## config.mk

```make
export PLATFORM = sky130hd
export DESIGN_NAME = dmem_arbiter
export DESIGN_NICKNAME = d
export VERILOG_FILES = /design/src/rtl/dmem_arbiter_pkg.sv /design/src/rtl/dmem_arb_grant.sv /design/src/rtl/dmem_arbiter.sv
export SDC_FILE = /design/constraint.sdc
export NUM_CORES = 1
export LEC_CHECK = 0
export BUFFER_PORTS_ARGS = -buffer_cell sky130_fd_sc_hd__buf_2
export CAP_MARGIN = 30
export CORE_UTILIZATION = 31
export DETAILED_ROUTE_END_ITERATION = 7
export MAX_ROUTING_LAYER = met4
export PLACE_DENSITY = 0.82
export SYNTH_ARGS = -nofsm -noshare
export SYNTH_HDL_FRONTEND = slang
export SYNTH_HIERARCHICAL = 1
export SYNTH_SLANG_ARGS = --single-unit
export TNS_END_PERCENT = 5
```

## constraint.sdc

```tcl
create_clock -name clk -period 3.2 [get_ports clk]
set_clock_uncertainty 0.15 [all_clocks]
set_input_delay 0.32 -clock clk [delete_from_list [all_inputs] [get_ports clk]]
set_output_delay 0.32 -clock clk [all_outputs]
set_load 0.02 [all_outputs]
```

## src/rtl/dmem_arbiter_pkg.sv

```systemverilog
// ============================================================================
// Module : dmem_arbiter_pkg
// Brief  : Shared DMEM geometry defaults and arbiter owner-state encodings.
// Rev    : 1.0  initial release
// ============================================================================
`default_nettype none

package dmem_arbiter_pkg;

    localparam int unsigned c_DMEM_AW     = 7;
    localparam int unsigned c_DMEM_DW     = 16;
    localparam int unsigned c_MAX_HOLD    = 4;

    // Owner = master granted in the previous cycle (IDLE when nobody was).
    typedef enum logic [1:0] {
        ARB_IDLE = 2'd0,
        ARB_OWN0 = 2'd1,
        ARB_OWN1 = 2'd2
    } arb_state_t;

endpackage

`default_nettype wire

```

## src/rtl/dmem_arb_grant.sv

```systemverilog
// ============================================================================
// Module : dmem_arb_grant
// Brief  : Combinational round-robin grant decision with bounded owner hold.
// Rev    : 1.0  initial release
// ============================================================================
`default_nettype none

module dmem_arb_grant
    import dmem_arbiter_pkg::*;
#(
    parameter int unsigned MAX_HOLD = c_MAX_HOLD,
    parameter int unsigned HOLD_W   = $clog2(MAX_HOLD + 1)
) (
    input  logic              i_req0,
    input  logic              i_req1,
    input  arb_state_t        i_owner,
    input  logic [HOLD_W-1:0] i_hold,
    input  logic              i_prio,
    output logic              o_gnt0,
    output logic              o_gnt1
);

    logic w_hold_left;

    assign w_hold_left = (i_hold < HOLD_W'(MAX_HOLD));

    always_comb begin
        o_gnt0 = 1'b0;
        o_gnt1 = 1'b0;
        if (i_req0 && i_req1) begin
            // Contention: owner keeps the port until its hold budget runs out.
            unique case (i_owner)
                ARB_OWN0: begin
                    o_gnt0 = w_hold_left;
                    o_gnt1 = !w_hold_left;
                end
                ARB_OWN1: begin
                    o_gnt1 = w_hold_left;
                    o_gnt0 = !w_hold_left;
                end
                default: begin
                    o_gnt1 = i_prio;
                    o_gnt0 = !i_prio;
                end
            endcase
        end else begin
            o_gnt0 = i_req0;
            o_gnt1 = i_req1;
        end
    end

endmodule

`default_nettype wire

```

## src/rtl/dmem_arbiter.sv

```systemverilog
// ============================================================================
// Module : dmem_arbiter
// Brief  : Two-master round-robin arbiter for the single-port 1-cycle DMEM.
// Rev    : 1.0  initial release
// ============================================================================
`default_nettype none

module dmem_arbiter
    import dmem_arbiter_pkg::*;
#(
    parameter int unsigned AW       = c_DMEM_AW,
    parameter int unsigned DW       = c_DMEM_DW,
    parameter int unsigned MAX_HOLD = c_MAX_HOLD
) (
    input  logic          clk,
    input  logic          rst_n,
    input  logic          i_m0_req,
    input  logic          i_m0_we,
    input  logic [AW-1:0] i_m0_addr,
    input  logic [DW-1:0] i_m0_wdata,
    output logic          o_m0_gnt,
    output logic          o_m0_rvalid,
    output logic [DW-1:0] o_m0_rdata,
    input  logic          i_m1_req,
    input  logic          i_m1_we,
    input  logic [AW-1:0] i_m1_addr,
    input  logic [DW-1:0] i_m1_wdata,
    output logic          o_m1_gnt,
    output logic          o_m1_rvalid,
    output logic [DW-1:0] o_m1_rdata,
    output logic          o_mem_en,
    output logic          o_mem_we,
    output logic [AW-1:0] o_mem_addr,
    output logic [DW-1:0] o_mem_wdata,
    input  logic [DW-1:0] i_mem_rdata
);

    localparam int unsigned c_HOLD_W = $clog2(MAX_HOLD + 1);

    arb_state_t          r_state;
    arb_state_t          w_state_nxt;
    logic [c_HOLD_W-1:0] r_hold;
    logic [c_HOLD_W-1:0] w_hold_nxt;
    logic                r_prio;
    logic                w_prio_nxt;
    logic                r_rd_pend;
    logic                r_rd_owner;
    logic                w_raw_gnt0;
    logic                w_raw_gnt1;
    logic                w_gnt0;
    logic                w_gnt1;

    dmem_arb_grant #(
        .MAX_HOLD (MAX_HOLD),
        .HOLD_W   (c_HOLD_W)
    ) u_grant (
        .i_req0  (i_m0_req),
        .i_req1  (i_m1_req),
        .i_owner (r_state),
        .i_hold  (r_hold),
        .i_prio  (r_prio),
        .o_gnt0  (w_raw_gnt0),
        .o_gnt1  (w_raw_gnt1)
    );

    // Requests can be high during reset; nothing may reach the memory then.
    assign w_gnt0   = w_raw_gnt0 & rst_n;
    assign w_gnt1   = w_raw_gnt1 & rst_n;
    assign o_m0_gnt = w_gnt0;
    assign o_m1_gnt = w_gnt1;

    always_ff @(posedge clk or negedge rst_n) begin
        if (!rst_n) begin
            r_state <= ARB_IDLE;
            r_hold  <= '0;
            r_prio  <= 1'b0;
        end else begin
            r_state <= w_state_nxt;
            r_hold  <= w_hold_nxt;
            r_prio  <= w_prio_nxt;
        end
    end

    always_comb begin
        w_state_nxt = ARB_IDLE;
        w_hold_nxt  = '0;
        w_prio_nxt  = r_prio;
        if (w_gnt0) begin
            w_state_nxt = ARB_OWN0;
            w_prio_nxt  = 1'b1;
            if (r_state != ARB_OWN0) begin
                w_hold_nxt = c_HOLD_W'(1);
            end else if (r_hold < c_HOLD_W'(MAX_HOLD)) begin
                w_hold_nxt = r_hold + c_HOLD_W'(1);
            end else begin
                w_hold_nxt = r_hold;
            end
        end else if (w_gnt1) begin
            w_state_nxt = ARB_OWN1;
            w_prio_nxt  = 1'b0;
            if (r_state != ARB_OWN1) begin
                w_hold_nxt = c_HOLD_W'(1);
            end else if (r_hold < c_HOLD_W'(MAX_HOLD)) begin
                w_hold_nxt = r_hold + c_HOLD_W'(1);
            end else begin
                w_hold_nxt = r_hold;
            end
        end
    end

    always_comb begin
        o_mem_en    = w_gnt0 | w_gnt1;
        o_mem_we    = 1'b0;
        o_mem_addr  = '0;
        o_mem_wdata = '0;
        if (w_gnt0) begin
            o_mem_we    = i_m0_we;
            o_mem_addr  = i_m0_addr;
            o_mem_wdata = i_m0_wdata;
        end else if (w_gnt1) begin
            o_mem_we    = i_m1_we;
            o_mem_addr  = i_m1_addr;
            o_mem_wdata = i_m1_wdata;
        end
    end

    // Tag each read with its issuer so returning data goes to the right master.
    always_ff @(posedge clk or negedge rst_n) begin
        if (!rst_n) begin
            r_rd_pend  <= 1'b0;
            r_rd_owner <= 1'b0;
        end else begin
            r_rd_pend  <= o_mem_en & ~o_mem_we;
            r_rd_owner <= w_gnt1;
        end
    end

    assign o_m0_rvalid = r_rd_pend & ~r_rd_owner;
    assign o_m1_rvalid = r_rd_pend &  r_rd_owner;
    assign o_m0_rdata  = o_m0_rvalid ? i_mem_rdata : '0;
    assign o_m1_rdata  = o_m1_rvalid ? i_mem_rdata : '0;

endmodule

`default_nettype wire

```

==> metrics.json <==
{
  "r2r_start": "r_state[0]",
  "timing.final.crit_share_pct": 94.4,
  "clk_latency_ns": 0.26,
  "reg2reg_depth": 8,
  "footprint_of_the_flip_flops_and_latches_um2": 200,
  "ctsHtreeMaxLevel": 1,
  "pin_count_of_the_biggest_net_entering_global_routing": 19,
  "wirelength_mm": 3.27,
  "nets": 308,
  "intPower_uw": 279,
  "critPathKind": "flop to output port",
  "synth_seq_cells": 8,
  "syn-mean-instance-area_um2": 8.55,
  "post-route-worst-setup-slack_ns": 0.179,
  "grt.total_usage_pct": 19.8,
  "cts_made_buffers": 3,
  "synth_fp_nets": 179,
  "fp-row-count": 19,
  "antenna_cells": 0,
  "floorplan.initialDensity_pct": 33.2,
  "number_of_global_route_vias_before_repair": 1235,
  "slew-limit-headroom_pct": 73.5,
  "post-route-drc-count": 0,
  "timing.hold.worst_path_depth": 3,
  "power.share.switching_pct": 42.4,
  "fill_cell_total_of_the_finished_layout": 285,
  "cts.sinks": 8,
  "required_ns": 2.73,
  "finalPower_uw": 484,
  "routability_cong": 0.766,
  "power.share.sequential_pct": 26.2,
  "pre_cts_slack_ns": 0.290,
  "grt_antenna_before_repair": 0,
  "worstHoldStart": "i_m1_we",
  "pin_count": 129,
  "clock_path_buffers": 2,
  "drt-pass1-iter-count": 4,
  "crit_fanout": 11,
  "regToRegSetupSlack_ns": 0.64,
  "setup_tns_ns": 0,
  "cap_violations": 0,
  "rsz0062_at_grt": "no",
  "routedWlPerCell_um": 12.3,
  "postPlaceCellArea_um2": 1580,
  "post_route_cells_drive_above_1_share_pct": 59.1,
  "tritoncts": "yes",
  "setup-violations-final": 0,
  "yosys.cell_types.count": 28,
  "die_w_um": 56.6,
  "grt_first_pass_wirelength_mm": 4.94,
  "worst_setup_hold_path_clk_slew_ns": 0.06,
  "initialDrtViolationCount": 59,
  "max-vdd-ir-drop_mv": 0.185,
  "core_area_um2": 2780,
  "worstMarginPinSlew_ns": 0.398,
  "combinationalPowerShare_pct": 57.0,
  "vias_per_cell": 5.15,
  "worstHoldEndpoint": "r_rd_pend",
  "reg_to_reg_critical_path_endpoint": "r_hold[0]",
  "max_freq_mhz": 331,
  "synth-warning-count": 6,
  "dieArea_um2": 3200,
  "final_period_minus_worst_setup_slack_ns": 3.02,
  "route.antenna.remaining_nets": 0,
  "worstSetupEndpointType": "output port",
  "area_growth_syn_to_layout_pct": 75.6,
  "cp.arrival_ns": 2.55,
  "design_area_um2": 1620,
  "detailed_place_hpwl_mm": 2.77,
  "count_of_final_max_slew_check_failures": 0,
  "power_switching_uw": 205,
  "die_span_in_y_um": 56.6,
  "power.static_leakage_uw": 0.00108,
  "power_density_nw_per_um2": 298,
  "holdCritPathClass": "input pin to flop",
  "route.vias.total": 1370,
  "combined_area_of_the_multi_input_logic_cells_um2": 661,
  "report.final.hold_viol_count": 0,
  "status": "finished, final reports clean",
  "clkPwrFrac_pct": 16.7,
  "synthesized_netlist_cell_count": 108,
  "portBuffers": 128,
  "start_kind": "flop",
  "clock-root-buffer": "sky130_fd_sc_hd__clkbuf_4",
  "synth.yosys.seq_area_share_pct": 21.7,
  "grt_overflow_total": 0,
  "post_synth_instance_area_um2": 923
}
area by class of cell:
type | instances | area share, %
Sequential cell | 8 | 12.3
Tap cell | 31 | 2.39
Clock buffer | 3 | 1.39
Multi-Input combinational cell | 86 | 40.7
Inverter | 5 | 1.16
Timing Repair Buffer | 133 | 42.0
layer usage:
metal / up-vias / track usage [%] / routed length, µm
li1: 660 / - / -
met1: 622 / 18.2 / 1110
met2: 84 / 40.7 / 1840
met3: 4 / 3.46 / 300
met4: 0 / 5.23 / 23
met5: - / - / 0
per-stage QoR:
| stage | std cells | utilization [%] | hold slack [ns] |
|---|---|---|---|
| 6_report | 266 | 58.3 | 0.248 |
| 5_1_grt | 266 | 58.3 | 0.257 |
| 4_1_cts | 266 | 58.3 | 0.245 |
| 3_5_place_dp | 262 | 56.9 | 0.0546 |
| 3_3_place_gp | 262 | 56.9 | 0.0525 |
| 2_1_floorplan | 108 | - | -0.126 |
cells by family after synthesis:
| logic type | synth area share [%] |
|---|---|
| compound gates | 27.0 |
| xor+xnor | 0.949 |
| fa+ha+maj | 4.07 |
| buf+inv | 7.59 |
| flops | 21.7 |
| mux | 3.39 |
| simple gates | 35.4 |
sequential cells by signal, indices dropped and copies added, names as in the netlist:
register / cells
r_hold: 3
r_prio: 1
r_rd_pend: 1
r_state: 2
r_rd_owner: 1
critical path, stage by stage (launching register included):
cell	delay (ns)
sky130_fd_sc_hd__dfrtp_1	0.42
sky130_fd_sc_hd__inv_1	0.07
sky130_fd_sc_hd__ha_1	0.35
sky130_fd_sc_hd__and3_1	0.21
sky130_fd_sc_hd__a311oi_2	0.40
sky130_fd_sc_hd__and2_2	0.31
sky130_fd_sc_hd__buf_4	0.20
sky130_fd_sc_hd__a22o_1	0.17
sky130_fd_sc_hd__buf_2	0.16
cell usage after synthesis:
library cell / number / area, µm²
sky130_fd_sc_hd__buf_6: 1 / 11.3
sky130_fd_sc_hd__a22o_1: 24 / 210
sky130_fd_sc_hd__buf_4: 1 / 7.51
sky130_fd_sc_hd__mux2i_1: 2 / 20.0
sky130_fd_sc_hd__inv_1: 5 / 18.8
sky130_fd_sc_hd__and2b_1: 1 / 7.51
sky130_fd_sc_hd__nand2_1: 1 / 3.75
sky130_fd_sc_hd__and3_1: 17 / 106
sky130_fd_sc_hd__and2_1: 18 / 113
sky130_fd_sc_hd__a311oi_1: 1 / 8.76
sky130_fd_sc_hd__and4bb_2: 1 / 12.5
sky130_fd_sc_hd__o311a_1: 1 / 10.0
sky130_fd_sc_hd__dfrtp_1: 8 / 200
sky130_fd_sc_hd__o21ai_0: 1 / 5.00
sky130_fd_sc_hd__o21a_1: 1 / 7.51
sky130_fd_sc_hd__a21o_1: 1 / 7.51
sky130_fd_sc_hd__mux2_1: 1 / 11.3
sky130_fd_sc_hd__buf_2: 5 / 25.0
sky130_fd_sc_hd__nor2b_1: 1 / 6.26
sky130_fd_sc_hd__nor4b_1: 2 / 17.5
sky130_fd_sc_hd__and3b_1: 2 / 17.5
sky130_fd_sc_hd__clkbuf_1: 2 / 7.51
sky130_fd_sc_hd__ha_1: 3 / 37.5
sky130_fd_sc_hd__nor2_1: 3 / 11.3
sky130_fd_sc_hd__xnor2_1: 1 / 8.76
sky130_fd_sc_hd__nor3b_1: 2 / 15.0
sky130_fd_sc_hd__or2_4: 1 / 8.76
sky130_fd_sc_hd__nand3b_1: 1 / 7.51
power groups by stage:
| stage | Combinational [µW] | Sequential [µW] | Clock, µW |
|---|---|---|---|
| after floorplan | 172 | 122 | 0 |
| after global placement | 268 | 128 | 0 |
| after detailed placement | 273 | 129 | 0 |
| after CTS | 276 | 127 | 83.4 |
| after global routing | 296 | 130 | 87.8 |
| final | 276 | 127 | 80.9 |
worst max path at each step:
stage	startpoint	end	slack, ns	cells after the start
after detailed placement	r_state[0]	o_mem_wdata[12]	0.29	8
after CTS	r_state[0]	o_mem_wdata[12]	0.13	8
after floorplan	r_state[0]	o_mem_addr[0]	0.55	8
final	r_state[0]	o_mem_wdata[11]	0.18	8
after global routing	r_state[0]	o_mem_wdata[11]	0.09	8
after global placement	r_state[0]	o_mem_addr[0]	0.41	8
cell usage in the layout, fill, tap and decap left out, types with 2 or more instances in the layout:
cell type,count
sky130_fd_sc_hd__a22o_1,24
sky130_fd_sc_hd__and2_1,17
sky130_fd_sc_hd__and3_1,17
sky130_fd_sc_hd__and3b_1,2
sky130_fd_sc_hd__buf_2,128
sky130_fd_sc_hd__buf_4,4
sky130_fd_sc_hd__clkbuf_4,3
sky130_fd_sc_hd__dfrtp_1,8
sky130_fd_sc_hd__ha_1,3
sky130_fd_sc_hd__inv_1,5
sky130_fd_sc_hd__mux2i_1,2
sky130_fd_sc_hd__nor2_1,3
sky130_fd_sc_hd__nor3b_1,2
sky130_fd_sc_hd__nor4b_1,2
timing repair:
item,in CTS,in global routing
pin swaps,0,0
buffers inserted,0,0
hold buffers,1,0
endpoints found under the setup margin,4,1
resized for setup,1,1
cloned,0,0
hold endpoints to repair,8,0
Note: power is estimated with default switching activity, not from simulation.
